**src/rtl/fixed_pkg.sv**
```systemverilog
// Shared constants and types for the float-to-fixed converter.
// The unpacked bundle is the stage-1 register payload.
package fixed_pkg;

   localparam int FP_EXP_BIAS = 127;
   localparam int FP_EXP_MAX  = 255;
   localparam int FP_MANT_W   = 23;
   localparam int SH_W        = 10;

   typedef enum logic [1:0] {
      CLS_ZERO = 2'd0,
      CLS_NORM = 2'd1,
      CLS_SAT  = 2'd2,
      CLS_ERR  = 2'd3
   } fp_class_t;

   typedef struct packed {
      logic                   sign;
      fp_class_t              cls;
      logic [FP_MANT_W:0]     sig;
      logic signed [SH_W-1:0] sh;
   } unpack_t;

endpackage

```
**src/rtl/fp32_unpack.sv**
```systemverilog
// Splits an fp32 word into sign/significand, classifies it and
// computes the alignment shift toward the fixed-point grid.
module fp32_unpack
   import fixed_pkg::*;
#(
   parameter int FRAC_W = 8
) (
   input  logic [31:0] data,
   input  logic        divbyzero,
   output unpack_t     u
);

   logic [7:0]           e;
   logic [FP_MANT_W-1:0] m;

   assign e = data[30:23];
   assign m = data[FP_MANT_W-1:0];

   always_comb begin
      u.sign = data[31];
      u.sig  = {1'b1, m};
      u.sh   = SH_W'(e) - SH_W'(FP_EXP_BIAS + FP_MANT_W)
             + SH_W'(FRAC_W);
      // divider fault outranks anything encoded in the word
      if (divbyzero)
         u.cls = CLS_ERR;
      else if (e == 8'(FP_EXP_MAX))
         u.cls = (m != '0) ? CLS_ERR : CLS_SAT;
      else if (e == '0)
         u.cls = CLS_ZERO;
      else
         u.cls = CLS_NORM;
   end

endmodule

```
**src/rtl/fp32_to_fixed.sv**
```systemverilog
// Three-stage fp32 to signed fixed-point converter with
// round-half-away-from-zero, saturation and a shared stall.
module fp32_to_fixed
   import fixed_pkg::*;
#(
   parameter  int INT_W  = 12,
   parameter  int FRAC_W = 8,
   localparam int OUT_W  = INT_W + FRAC_W
) (
   input  logic             clk,
   input  logic             rst_n,
   input  logic             in_valid,
   output logic             in_ready,
   input  logic [31:0]      in_data,
   input  logic             in_divbyzero,
   output logic             out_valid,
   input  logic             out_ready,
   output logic [OUT_W-1:0] out_data,
   output logic             out_sat,
   output logic             out_err
);

   localparam int SIG_W = FP_MANT_W + 1;
   localparam int MW    = SIG_W + OUT_W;
   localparam int HW    = MW - OUT_W + 1;
   localparam int RW    = SIG_W + 1;

   localparam logic [OUT_W-1:0] SAT_MAX = {1'b0, {(OUT_W-1){1'b1}}};
   localparam logic [OUT_W-1:0] SAT_MIN = {1'b1, {(OUT_W-1){1'b0}}};

   logic adv;

   unpack_t u;
   unpack_t s1;
   logic    s1_valid;

   logic             s2_valid;
   logic             s2_sign;
   fp_class_t        s2_cls;
   logic             s2_ovf;
   logic [OUT_W-1:0] s2_mag;

   logic [SH_W-1:0]  nsh;
   logic [SIG_W-1:0] t;
   logic [RW-1:0]    rnd;
   logic [MW-1:0]    mag_w;
   logic [HW-1:0]    hi;
   logic             big;
   logic             min_ok;
   logic             ovf;

   logic [OUT_W-1:0] res;
   logic             sat;
   logic             err;

   assign adv      = !out_valid || out_ready;
   assign in_ready = adv;

   fp32_unpack #(.FRAC_W(FRAC_W)) u_unpack (
      .data      (in_data),
      .divbyzero (in_divbyzero),
      .u         (u)
   );

   always_comb begin
      nsh   = SH_W'(-s1.sh);
      t     = '0;
      rnd   = '0;
      mag_w = '0;
      big   = 1'b0;
      if (!s1.sh[SH_W-1]) begin
         if ($unsigned(s1.sh) > SH_W'(OUT_W - 1))
            big = 1'b1;
         else
            mag_w = MW'(s1.sig) << s1.sh;
      end else if (nsh <= SH_W'(SIG_W)) begin
         // keep one extra bit so adding 1 then halving rounds
         t     = s1.sig >> (nsh - SH_W'(1));
         rnd   = {1'b0, t} + RW'(1);
         mag_w = MW'(rnd[RW-1:1]);
      end
      hi     = mag_w[MW-1:OUT_W-1];
      min_ok = s1.sign && (hi == HW'(1))
             && (mag_w[OUT_W-2:0] == '0);
      ovf    = big || ((hi != '0) && !min_ok);
   end

   always_comb begin
      res = '0;
      sat = 1'b0;
      err = 1'b0;
      unique case (1'b1)
         s2_cls == CLS_ERR: err = 1'b1;
         (s2_cls == CLS_SAT) || (s2_cls == CLS_NORM && s2_ovf): begin
            sat = 1'b1;
            res = s2_sign ? SAT_MIN : SAT_MAX;
         end
         s2_cls == CLS_NORM && !s2_ovf:
            res = s2_sign ? OUT_W'(-s2_mag) : s2_mag;
         default: ;
      endcase
   end

   always_ff @(posedge clk or negedge rst_n) begin
      if (!rst_n) begin
         s1_valid  <= 1'b0;
         s1        <= '0;
         s2_valid  <= 1'b0;
         s2_sign   <= 1'b0;
         s2_cls    <= CLS_ZERO;
         s2_ovf    <= 1'b0;
         s2_mag    <= '0;
         out_valid <= 1'b0;
         out_data  <= '0;
         out_sat   <= 1'b0;
         out_err   <= 1'b0;
      end else if (adv) begin
         s1_valid  <= in_valid;
         s1        <= u;
         s2_valid  <= s1_valid;
         s2_sign   <= s1.sign;
         s2_cls    <= s1.cls;
         s2_ovf    <= ovf;
         s2_mag    <= mag_w[OUT_W-1:0];
         out_valid <= s2_valid;
         out_data  <= res;
         out_sat   <= sat;
         out_err   <= err;
      end
   end

endmodule

```
**config.mk**
```make
export PLATFORM = sky130hd
export DESIGN_NAME = fp32_to_fixed
export DESIGN_NICKNAME = d
export VERILOG_FILES = /design/src/rtl/fixed_pkg.sv /design/src/rtl/fp32_unpack.sv /design/src/rtl/fp32_to_fixed.sv
export SDC_FILE = /design/constraint.sdc
export NUM_CORES = 1
export LEC_CHECK = 0
export ABC_AREA = 1
export BUFFER_PORTS_ARGS = -buffer_cell sky130_fd_sc_hd__buf_2
export CAP_MARGIN = 10
export CORE_MARGIN = 4
export CORE_UTILIZATION = 55
export CTS_CLUSTER_SIZE = 28
export DETAILED_ROUTE_END_ITERATION = 10
export PLACE_DENSITY = 0.76
export SLEW_MARGIN = 30
export SYNTH_ARGS = -nofsm -noshare
export SYNTH_HDL_FRONTEND = slang
export SYNTH_SLANG_ARGS = --single-unit
```
**constraint.sdc**
```tcl
create_clock -name clk -period 7.3 [get_ports clk]
set_clock_uncertainty 0.1 [all_clocks]
set_input_delay 1.095 -clock clk [delete_from_list [all_inputs] [get_ports clk]]
set_output_delay 1.095 -clock clk [all_outputs]
set_load 0.01 [all_outputs]
```
==> results of run 1 <==
-- synthesized netlist by cell type, types with 4 or more instances --
master and number:
sky130_fd_sc_hd__o31ai_1 4, sky130_fd_sc_hd__o21ai_1 4, sky130_fd_sc_hd__buf_1 12, sky130_fd_sc_hd__inv_1 118, sky130_fd_sc_hd__nor2_4 7, sky130_fd_sc_hd__nand3_1 203
sky130_fd_sc_hd__nand2_1 369, sky130_fd_sc_hd__clkbuf_1 45, sky130_fd_sc_hd__nor2_1 137, sky130_fd_sc_hd__inv_2 11, sky130_fd_sc_hd__o21ai_0 138, sky130_fd_sc_hd__dfrtp_1 86
sky130_fd_sc_hd__a31oi_1 13, sky130_fd_sc_hd__ha_1 6, sky130_fd_sc_hd__o221ai_1 4, sky130_fd_sc_hd__nor2_2 13, sky130_fd_sc_hd__buf_2 7, sky130_fd_sc_hd__nand4_1 26
sky130_fd_sc_hd__o21a_1 4, sky130_fd_sc_hd__nor3_1 17, sky130_fd_sc_hd__mux2i_1 11, sky130_fd_sc_hd__or2_2 11, sky130_fd_sc_hd__xor2_1 5, sky130_fd_sc_hd__a21oi_1 57
sky130_fd_sc_hd__nand3b_1 4, sky130_fd_sc_hd__nor4_1 10, sky130_fd_sc_hd__nand3_2 13
-- sequential cells by signal, indices dropped and copies added (netlist names) --
register	flops
s1	37
out_data	20
s2_mag	20
s2_cls	2
out_err	1
out_sat	1
out_valid	1
s1_valid	1
s2_ovf	1
s2_sign	1
s2_valid	1
-- cells by family (layout without fill, tap and decap cells) --
logic type,count (synthesis),in the layout,share of synthesized area [%]
and+or+nand+nor,820,820,45.2
AOI/OAI and AO/OA,239,239,15.8
buffers and inverters,202,223,9.77
DFF,86,86,26.3
muxes,11,11,1.34
xor gates and xnor gates,7,7,0.748
adders and majority gates,6,6,0.916
-- cell type report --
| cell class | count | area (um^2) | share of cell area (%) |
|---|---|---|---|
| flip-flops and latches | 86 | 2150 | 24.2 |
| clock buffers | 9 | 225 | 2.54 |
| clock inverters | 7 | 108 | 1.21 |
| multi-input cells | 1083 | 5250 | 59.1 |
| well taps | 184 | 230 | 2.59 |
| repair buffers | 75 | 419 | 4.72 |
| inverters | 132 | 497 | 5.59 |
-- per-layer routing --
metal	wire length (um)	part of all wire (%)	vias to the layer above	GRT usage, %
met2	11100	44	376	45.9
met4	528	2.1	0	8.07
li1	-	-	4579	-
met3	2100	8.4	54	5.24
met1	11300	45	4231	43.9
met5	0	0	-	0
-- final timing paths --
kind / slack, ns / depth (start not counted) / to / from
min: 0.35 / 2 / out_valid / s2_valid
min reg2reg: 0.35 / 2 / out_valid / s2_valid
min in group asynchronous: 0.51 / 1 / s1[17] / rst_n
max: 1.90 / 32 / s2_ovf / s1[0]
max reg2reg: 1.90 / 32 / s2_ovf / s1[0]
max in group asynchronous: 5.49 / 2 / out_data[16] / rst_n
-- power groups by stage --
stage               sequential (W)  clock [W]  combinational, W
global route              0.000784   0.000542           0.00209
finish                    0.000768   0.000516           0.00186
global placement          0.000770          0           0.00182
floorplan                 0.000732          0           0.00137
CTS                       0.000762   0.000523           0.00183
detailed placement        0.000770          0           0.00182
-- metrics by stage --
step | cells | utilization [%] | total power, W | hold WS, ns | cell area [um^2]
6_report | 1576 | 60.9 | 0.00315 | 0.355 | 8880
4_1_cts | 1576 | 60.9 | 0.00312 | 0.357 | 8880
3_3_place_gp | 1560 | 58.6 | 0.00259 | 0.332 | 8540
5_1_grt | 1576 | 60.9 | 0.00341 | 0.373 | 8880
2_1_floorplan | 1371 | - | 0.00210 | 0.320 | 8200
3_5_place_dp | 1560 | 58.6 | 0.00259 | 0.341 | 8550
-- worst register-to-register path, delay by kind of cell, from the launching register on --
family	cells	cell delay [ns]
buf+inv	3	0.88
compound gates	1	0.11
fa+ha+maj	2	0.67
simple gates	26	3.19
flops	1	0.33
==> results.md, run 1 <==
Route:
- The iteration-0 DRC count of the detailed router is 1294.
- The wire length per cell is 15.9 um.
- Once detail routing completed, the nets flagged for antenna violations numbered 0.
- In the routed layout, each cell is associated on average with a via count of 5.86.
- The overall routed net length is 25000 um.
- For this block, the via count after detailed routing is 9240.
- The pre-antenna-repair detailed-routing pass consisted of 5 iterations.
- The DRC violations left is 0.

STA:
- The hold violation total from the final report is 0.
- The smallest setup slack after layout is 1.90 ns.
- The setup-violating endpoint count in the final report is 0.
- Static timing analysis puts the maximum clock frequency at 0.185 GHz.
- The number of pins exceeding their max-slew limit in the final report came to 0.
- Measured against its own limit, the worst slew margin works out to 45.1%.
- The fraction of the cycle the final worst path needs is 74.0%.
- The worst path needs 5.40 ns of the cycle, external delays included.
- The actual slew at the worst max-slew pin is 0.823 ns.
- After routing, the total negative slack on setup checks comes to 0 ns.
- Setup repair after global routing left no endpoint under its margin.

Yosys:
- sky130_fd_sc_hd__dfrtp_1 takes more of the synthesized area than any other cell.
- The cell area that synthesis handed to floorplanning was 8200 um^2.
- In the synthesized netlist the dominant register cell turns out to be sky130_fd_sc_hd__dfrtp_1.
- The count of mapped cells out of synthesis is 1371.
- The mean cell area of the mapped netlist is 5.98 um^2.
- Counting flops and latches in the post-synthesis netlist gives 86.
- The Yosys step of the flow raised 0 warnings.
- The proportion of netlist area held by the largest area contributor is 26.3%.
- The sequential cell area fraction in the yosys report is 26.3%.
- The number of flops mapped to enable cells by yosys is 0.
- The number of unique standard cell types used by synthesis is 48.
- By area the synthesized netlist is led by sky130_fd_sc_hd__dfrtp_1, sky130_fd_sc_hd__nand2_1, sky130_fd_sc_hd__nand3_1.
- After synthesis, the share of flip-flops with an asynchronous set or reset is 100%.
- Counting every net in the synthesized netlist gives 1414.

Layout:
- The most frequent standard cell in the layout excluding fill and tap cells is sky130_fd_sc_hd__nand2_1.
- The count of nets after finishing is 1430.
- The number of antenna diodes in the final layout is 0.
- The share of layout cells above drive strength 1 is 11.3%.
- The area growth from synthesis to final layout is 8.30%.
- In the layout the commonest cells are sky130_fd_sc_hd__nand2_1, sky130_fd_sc_hd__nand3_1, sky130_fd_sc_hd__o21ai_0, sky130_fd_sc_hd__nor2_1, sky130_fd_sc_hd__inv_1.
- The number of fill cells is 1516.

CTS:
- Hold repair after CTS inserted 0 buffers.
- The number of H-tree levels is 3.
- CTS saw 86 sinks.
- In this run, post-CTS repair resized a total of 0 instances.
- The cell at the root of the clock tree is sky130_fd_sc_hd__clkbuf_16.
- Clock latency on the worst-skew pair, taken at its later pin, is 0.36 ns.
- TritonCTS built the clock tree.
- The buffer levels on the longest clock path is 2.
- The clock-pin slew on the worst setup and hold paths is 0.07 ns.
- After clock tree synthesis, the setup repair step added 0 buffers.
- Clock tree synthesis inserted a total of 9 buffers.

Power and ir drop:
- The power share of the clock group is 16.4%.
- The fraction of power spent switching nets is 52.8%.
- The combinational power share is 59.2%.
- In this run the static leakage power is 4.20 nW.
- Cell internal power was estimated by the tool at 0.00148 W.
- The analysis attributes to net switching a power of 0.00166 W.
- The share of total power dissipated in sequential elements is 24.4%.
- The power per standard cell area is 354 nW/um^2.
- The worst ir drop on vdd is 0.300 mV.

Floorplanning:
- The core area is 14600 um^2.
- The starting utilization of the core area is 56.2%.
- From left edge to right edge, the die measures 130 um.
- The die covers 16900 um^2.
- The floorplan has 44 rows.
- For this design the top-level I/O count stands at 61.
- The floorplan step set the die height to 130 um.

Placement:
- The count of buffers added on input and output ports is 60.
- The weighted congestion at the end of routability-driven global placement is 0.982.
- The HPWL reported at the end of detailed placement is 19200 um.
- Before CTS, the worst setup slack after placement is 1.99 ns.

Setup path:
- The worst setup path is launched from a register.
- The library cell contributing the largest single delay on the critical path is sky130_fd_sc_hd__nor2_4.
- The delay of the slowest critical-path stage is 0.45 ns.
- At the worst endpoint, the required time is 7.44 ns.
- Along the worst path, the maximum fanout reaches 48.
- The startpoint-to-endpoint class of the critical path is register to register.
- At the worst endpoint, the arrival time is 5.55 ns.
- The worst setup path is captured at a register.
- The number of buffers and inverters on the critical path is 3.
- The cell type group with the largest total delay on the critical path is simple AND/OR/NAND/NOR gates.

Run status:
- The flow ran to the end, and the final reports show no timing, DRC or antenna violations.

Run:
- The number of violations of the max-capacitance limit is 0.

GRT:
- The number of antenna violations at the first check in global routing came to 0.
- The overall fraction of global-route tracks in use is 30.0%.
- The pin count of the biggest net entering global routing is 127.
- The global route total overflow is 0.
- The number of global-route vias before repair came to 8077.
- The wire length of the first global-routing pass is 40700 um.

Hold path:
- In this run the worst hold path is classified as register to register.
Note: power is estimated with default switching activity, not from simulation.
==> run 2: changes to the inputs <==
- PLACE_DENSITY: 0.76 -> 0.79
- clock period: 7.3 -> 4.9 ns (I/O delays scaled with it)
==> results.md, run 2 (same netlist as run 1, synthesis figures left out) <==
Setup path:
- The delay of the slowest critical-path stage came to 0.35 ns (-0.10 ns).
- The data arrival time of the critical path is 4.54 ns (-1.01 ns).
- The setup slack of the most critical reg-to-reg path was 0.51 ns (-1.39 ns).
- The library cell contributing the largest single delay on the critical path is sky130_fd_sc_hd__dfrtp_1.
- The number of buffers and inverters on the critical path is 4 (+1).
- By startpoint and endpoint, the worst setup path is classified as register to register.
- In this design, the critical path's most frequently occurring cell is sky130_fd_sc_hd__nand2_1.
- The type of origin of the critical path is a register.
- The critical-path maximum fanout is 22 (-54%).
- In this run the critical register-to-register path is captured at s2_ovf.
- The required arrival time at the worst endpoint is 5.05 ns (-2.39 ns).
- STA classifies the critical path endpoint as a register.
- The count of cells along the worst register-to-register path is 33 (+3.1%).
- The worst register-to-register path begins at s1[1].
- The cell type group with the largest total delay on the critical path is simple AND/OR/NAND/NOR gates.

STA:
- The worst max-slew margin expressed relative to the limit is 51.4% (+6.3 points).
- The final sum of negative setup slack came to 0 ns (unchanged).
- The setup-violating endpoint count in the final report is 0 (unchanged).
- The actual slew at the worst max-slew pin is 0.728 ns (-0.0944 ns).
- The time the final worst path needs with I/O delays and setup is 4.39 ns (-1.01 ns).
- Setup repair after global routing left no endpoint under its margin.
- The highest attainable clock frequency is 0.228 GHz (+23%).
- The number of pins exceeding their max-slew limit in the final report was 0 (unchanged).
- The fraction of the cycle the final worst path needs is 89.7% (+16 points).
- The hold violation total from the final report is 0 (unchanged).

Route:
- The wire length per cell came to 16.0 um (+0.80%).
- The overall routed net length was 25400 um (+1.5%).
- The number of vias per cell came to 5.95 (+1.4%).
- The total vias in the final route was 9435 (+2.1%).
- The number of nets with antenna violations after detailed routing is 0 (unchanged).
- The iteration-0 DRC count of the detailed router was 1270 (-1.9%).
- The DRC violations left was 0 (unchanged).
- The number of iterations in the first detailed-routing pass is 6 (+1).

CTS:
- The number of H-tree levels is 3 (unchanged).
- TritonCTS built the clock tree.
- The total number of clock tree sinks is 86 (unchanged).
- The number of CTS-inserted buffers is 9 (unchanged).
- The clock-pin slew on the worst setup and hold paths is 0.07 ns (about the same).
- The number of hold buffers added after CTS is 0 (unchanged).
- The buffer levels on the longest clock path is 2 (unchanged).
- Clock tree synthesis selected as its root buffer the cell sky130_fd_sc_hd__clkbuf_16.
- The clock latency on the worst-skew pair is 0.35 ns (about the same).

Layout:
- The share of layout cells above drive strength 1 is 12.2% (+0.91 points).
- The number of diodes is 0 (unchanged).
- In the layout the commonest cells are sky130_fd_sc_hd__nand2_1, sky130_fd_sc_hd__nand3_1, sky130_fd_sc_hd__o21ai_0, sky130_fd_sc_hd__nor2_1, sky130_fd_sc_hd__inv_1.
- The register with the most flip-flops in the final layout is s1.
- Leaving out fill and tap cells, the most frequent cell in the layout is sky130_fd_sc_hd__nand2_1.
- The final cell utilization of the core is 61.4% (+0.58 points).
- The count of nets after finishing was 1441 (+0.77%).
- The largest registers in the layout are s1 (37), out_data (20), s2_mag (20).
- The flip-flop count of the largest register after layout was 37 (unchanged).
- The number of fill cells is 1441 (-4.9%).
- The area growth from synthesis to final layout is 9.34%.

Floorplanning:
- The overall die area was 16900 um^2 (unchanged).
- The top-level I/O count was 61 (unchanged).
- The starting utilization of the core area is 56.2% (unchanged).
- The horizontal extent of the die was 130 um (unchanged).
- The core area is 14600 um^2 (unchanged).
- The total number of placement rows is 44 (unchanged).
- The vertical die dimension is 130 um (unchanged).

GRT:
- The global route total overflow was 0 (unchanged).
- The overall fraction of global-route tracks in use came to 30.7% (+0.64 points).
- The pin count of the biggest net entering global routing is 66 (-48%).
- The number of antenna violations at the first check in global routing is 0 (unchanged).
- The number of global-route vias before repair is 8299 (+2.7%).
- The wire length of the first global-routing pass was 41700 um (+2.5%).

Power and ir drop:
- The combinational power share was 61.3% (+2.1 points).
- The power spent charging and discharging nets is 0.00251 W (+51%).
- The proportion of power drawn by flip-flops and latches is 24.0% (-0.4 points).
- The leakage power of the design is 4.24 nW (+0.76%).
- The fraction of power spent switching nets came to 53.7% (+0.88 points).
- The worst ir drop on vdd is 0.291 mV (-3.0%).
- The power per standard cell area is 521 nW/um^2 (+47%).
- The power share of the clock group came to 14.7% (-1.7 points).
- The internal cell power is 0.00216 W (+46%).

Hold path:
- The worst min-delay path category is input pin to async pin.

Placement:
- The HPWL reported at the end of detailed placement is 19300 um (+0.65%).
- The weighted congestion at the end of routability-driven global placement is 1.01 (+2.8%).
- The number of input and output port buffers inserted came to 60 (unchanged).

Run status:
- The flow ran to the end, and the final reports show no timing, DRC or antenna violations.

Run:
- The number of violations of the max-capacitance limit is 0 (unchanged).
[run 2: changes by cell type in the layout (fill, tap and decap cells not counted), moves of 2 or more]
cell and delta:
sky130_fd_sc_hd__buf_4 +10, sky130_fd_sc_hd__bufinv_16 -2, sky130_fd_sc_hd__clkinvlp_4 +2, sky130_fd_sc_hd__ha_1 -2
[run 2: layout make-up]
class | count | area (um^2) | area share [%]
Clock buffer | 9 | 225 | 2.51
Inverter | 132 | 497 | 5.54
Tap cell | 184 | 230 | 2.57
Timing Repair Buffer | 86 | 528 | 5.89
Sequential cell | 86 | 2150 | 24.0
Clock inverter | 7 | 68.8 | 0.768
Multi-Input combinational cell | 1083 | 5260 | 58.7
[run 2: per-layer routing]
metal | vias to the layer above | share of wire, % | global-route usage (%)
met1 | 4261 | 44 | 44.8
met4 | 0 | 3.0 | 10.1
li1 | 4610 | - | -
met2 | 493 | 44 | 45.7
met5 | - | 0 | 0
met3 | 71 | 8.8 | 5.85
[run 2: repair_timing]
action                                  CTS  global route
gates resized for setup                   0             3
setup buffers                             0             0
endpoints found under the setup margin    0             2
[run 2: how the worst max path moves through the flow]
stage	slack, ns	start	to	depth (start not counted)
final	0.51	s1[1]	s2_ovf	33
after floorplan	0.11	s1[0]	s2_ovf	34
after global routing	0.05	s1[3]	s2_ovf	32
after CTS	0.37	s1[0]	s2_ovf	33
after global placement	0.54	s1[0]	s2_ovf	33
after detailed placement	0.41	s1[0]	s2_ovf	33
[run 2: power groups by stage]
| stage | combinational [W] | clock, W | sequential [W] |
|---|---|---|---|
| after floorplan | 0.00204 | 0 | 0.00109 |
| after global placement | 0.00276 | 0 | 0.00112 |
| after detailed placement | 0.00277 | 0 | 0.00113 |
| after CTS | 0.00279 | 0.000699 | 0.00111 |
| after global routing | 0.00321 | 0.000727 | 0.00115 |
| final | 0.00286 | 0.000687 | 0.00112 |
[run 2: metrics by stage]
step | instances | setup WS (ns) | total power [W] | cell area (um^2) | hold WS (ns)
floorplan | 1371 | 0.108 | 0.00313 | 8200 | 0.320
global placement | 1570 | 0.544 | 0.00388 | 8630 | 0.337
detailed placement | 1570 | 0.413 | 0.00390 | 8630 | 0.335
CTS | 1586 | 0.370 | 0.00460 | 8920 | 0.307
global route | 1587 | 0.0474 | 0.00508 | 8960 | 0.339
finish | 1587 | 0.507 | 0.00467 | 8960 | 0.290
==> run 3: changes to the inputs <==
- PLACE_DENSITY: 0.79 -> 0.76
- clock period: 4.9 -> 4.1 ns (I/O delays scaled with it)
==> results.md, run 3 (same netlist as run 1, synthesis figures left out) <==
Setup path:
- The count of cells along the worst register-to-register path was 32 (-3.0%).
- The worst setup path is launched from a register.
- The delay of the slowest critical-path stage is 0.39 ns (+0.04 ns).
- The required arrival time at the worst endpoint is 4.25 ns (-0.80 ns).
- The startpoint-to-endpoint class of the critical path is register to register.
- The data arrival time of the critical path is 4.38 ns (-0.16 ns).
- The cell that appears most often on the critical path is sky130_fd_sc_hd__nand2_1.
- The critical-path maximum fanout is 5 (-77%).
- The library cell contributing the largest single delay on the critical path is sky130_fd_sc_hd__dfrtp_1.
- The type of destination of the critical path is a register.

STA:
- The smallest setup slack after layout is -0.125 ns (-0.632 ns).
- The actual slew at the worst max-slew pin is 0.817 ns (+0.0882 ns).
- The worst max-slew margin expressed relative to the limit came to 45.6% (-5.9 points).
- The highest attainable clock frequency was 0.237 GHz (+4.0%).
- Setup repair after global routing could not meet its margin everywhere.
- The fraction of the cycle the final worst path needs is 103% (+13 points).
- The time the final worst path needs with I/O delays and setup is 4.23 ns (-0.168 ns).
- The number of pins exceeding their max-slew limit in the final report was 0 (unchanged).
- The setup-violating endpoint count in the final report is 2 (+2).
- The hold violation total from the final report came to 0 (unchanged).
- The final sum of negative setup slack is -0.146 ns (-0.146 ns).

Layout:
- Ranked by flip-flop count, first place goes to s1.
- The most frequent standard cell in the layout excluding fill and tap cells is sky130_fd_sc_hd__nand2_1.
- The area growth from synthesis to final layout is 30.8%.
- The area of all placed cells without fillers is 10700 um^2 (+20%).
- The share of layout cells above drive strength 1 came to 27.7% (+15 points).
- Leaving out fill and tap cells, the most frequent cells in the layout are sky130_fd_sc_hd__nand2_1, sky130_fd_sc_hd__nand3_1, sky130_fd_sc_hd__o21ai_0, sky130_fd_sc_hd__buf_4, sky130_fd_sc_hd__nor2_1.
- The number of diodes came to 0 (unchanged).
- The count of nets after finishing is 1555 (+7.9%).
- The flip-flop count of the largest register after layout is 37 (unchanged).
- The largest registers in the layout are s1 (37), out_data (20), s2_mag (20).

Power and ir drop:
- The fraction of power spent switching nets is 52.3% (-1.3 points).
- The leakage power of the design was 4.98 nW (+18%).
- The proportion of power drawn by flip-flops and latches was 20.2% (-3.8 points).
- The worst ir drop on vdd came to 0.415 mV (+42%).
- The internal cell power is 0.00315 W (+46%).
- The power spent charging and discharging nets came to 0.00346 W (+38%).
- The power per standard cell area is 617 nW/um^2 (+18%).
- The combinational power share is 66.6% (+5.3 points).
- The power share of the clock group is 13.2% (-1.5 points).

Floorplanning:
- The starting utilization of the core area is 56.2% (unchanged).
- The overall die area is 16900 um^2 (unchanged).
- The horizontal extent of the die is 130 um (unchanged).
- The top-level I/O count is 61 (unchanged).
- The vertical die dimension is 130 um (unchanged).
- The total number of placement rows is 44 (unchanged).
- The core area is 14600 um^2 (unchanged).

CTS:
- TritonCTS built the clock tree.
- The total number of clock tree sinks came to 86 (unchanged).
- The clock-pin slew on the worst setup and hold paths was 0.07 ns (about the same).
- The number of CTS-inserted buffers is 9 (unchanged).
- The cell at the root of the clock tree is sky130_fd_sc_hd__clkbuf_16.
- The number of hold buffers added after CTS is 0 (unchanged).
- The clock latency on the worst-skew pair was 0.36 ns (about the same).
- The number of H-tree levels was 3 (unchanged).
- The buffer levels on the longest clock path is 2 (unchanged).

Placement:
- The number of input and output port buffers inserted is 60 (unchanged).
- The HPWL reported at the end of detailed placement is 21000 um (+8.6%).
- The weighted congestion at the end of routability-driven global placement is 1.03 (+2.0%).
- The area after detailed placement is 9370 um^2 (+8.6%).

Route:
- The number of iterations in the first detailed-routing pass is 6 (unchanged).
- The iteration-0 DRC count of the detailed router is 1317 (+3.7%).
- The number of vias per cell is 5.91 (-0.52%).
- The DRC violations left is 0 (unchanged).
- The overall routed net length was 29000 um (+14%).
- The wire length per cell came to 17.1 um (+6.7%).
- The total vias in the final route is 10060 (+6.6%).
- The number of nets with antenna violations after detailed routing came to 0 (unchanged).

GRT:
- The number of antenna violations at the first check in global routing is 0 (unchanged).
- The pin count of the biggest net entering global routing is 65 (-1.5%).
- The global route total overflow was 0 (unchanged).
- The overall fraction of global-route tracks in use is 32.9% (+2.2 points).
- The number of global-route vias before repair is 8746 (+5.4%).
- The wire length of the first global-routing pass was 44200 um (+6.1%).

Run status:
- The final reports fail on setup timing.
- The flow ran to the end, but the final reports show violations.

Hold path:
- The tightest min-delay check is of the input pin to async pin type.

Run:
- The number of violations of the max-capacitance limit is 0 (unchanged).
run 3: cell types whose count changed in the layout (fill, tap and decap cells not counted), moves of 6 or more:
cell | before | now
sky130_fd_sc_hd__a21oi_1 | 57 | 51
sky130_fd_sc_hd__buf_4 | 25 | 127
sky130_fd_sc_hd__nand2_1 | 369 | 337
sky130_fd_sc_hd__nand2_2 | 3 | 34
sky130_fd_sc_hd__nand3_1 | 203 | 137
sky130_fd_sc_hd__nand3_2 | 13 | 61
sky130_fd_sc_hd__nand3_4 | 0 | 18
sky130_fd_sc_hd__nor2_1 | 136 | 116
sky130_fd_sc_hd__nor2_4 | 7 | 22
run 3: layer usage:
| layer | track usage [%] | share of wire (%) | vias up |
|---|---|---|---|
| met1 | 47.9 | 42 | 4669 |
| met5 | 0 | 0 | - |
| li1 | - | - | 4854 |
| met4 | 9.54 | 3.1 | 0 |
| met2 | 49.6 | 45 | 447 |
| met3 | 6.63 | 9.6 | 90 |
run 3: worst paths after layout:
kind                                   end  slack, ns   startpoint
worst min-delay path                s1[17]       0.24        rst_n
max in group asynchronous       s2_mag[14]       2.82        rst_n
min in group clk                    s1[36]       0.34  in_data[31]
worst max-delay path                s2_ovf      -0.13        s1[1]
worst max register to register      s2_ovf      -0.13        s1[1]
worst min register to register   out_valid       0.38     s2_valid
run 3: per-stage QoR:
stage / hold WS, ns / total power [W] / worst slack (ns) / util, % / cells
finish: 0.238 / 0.00662 / -0.125 / 73.5 / 1701
CTS: 0.264 / 0.00601 / 0.000254 / 66.8 / 1675
global placement: 0.330 / 0.00506 / 0.0336 / 64.2 / 1656
floorplan: 0.219 / 0.00382 / -0.0565 / - / 1371
detailed placement: 0.360 / 0.00509 / -0.0143 / 64.2 / 1656
global route: 0.318 / 0.00711 / -0.390 / 73.5 / 1701
run 3: area by class of cell:
type | instances | area [um^2]
Multi-Input combinational cell | 1083 | 6020
Fill cell | 1249 | 3870
Sequential cell | 86 | 2150
Timing Repair Buffer | 200 | 1510
Inverter | 132 | 498
Tap cell | 184 | 230
Clock buffer | 9 | 225
Clock inverter | 7 | 82.6
run 3: timing repair:
| action | CTS | global route |
|---|---|---|
| gates resized for setup | 4 | 163 |
| endpoints found under the setup margin | 1 | 16 |
| pin swaps | 3 | 75 |
| cloned | 1 | 5 |
| setup buffers | 2 | 21 |
run 3: critical path, delay by kind of cell (launching register included):
kind	cells	cell delay (ns)
buf+inv	4	0.51
flops	1	0.39
fa+ha+maj	1	0.22
simple gates	27	2.88
run 3: power by group through the flow:
stage / clock [W] / combinational [W] / sequential, W
floorplan: 0 / 0.00251 / 0.00130
global placement: 0 / 0.00375 / 0.00132
detailed placement: 0 / 0.00377 / 0.00133
CTS: 0.000884 / 0.00382 / 0.00131
global route: 0.000924 / 0.00482 / 0.00137
finish: 0.000873 / 0.00440 / 0.00134
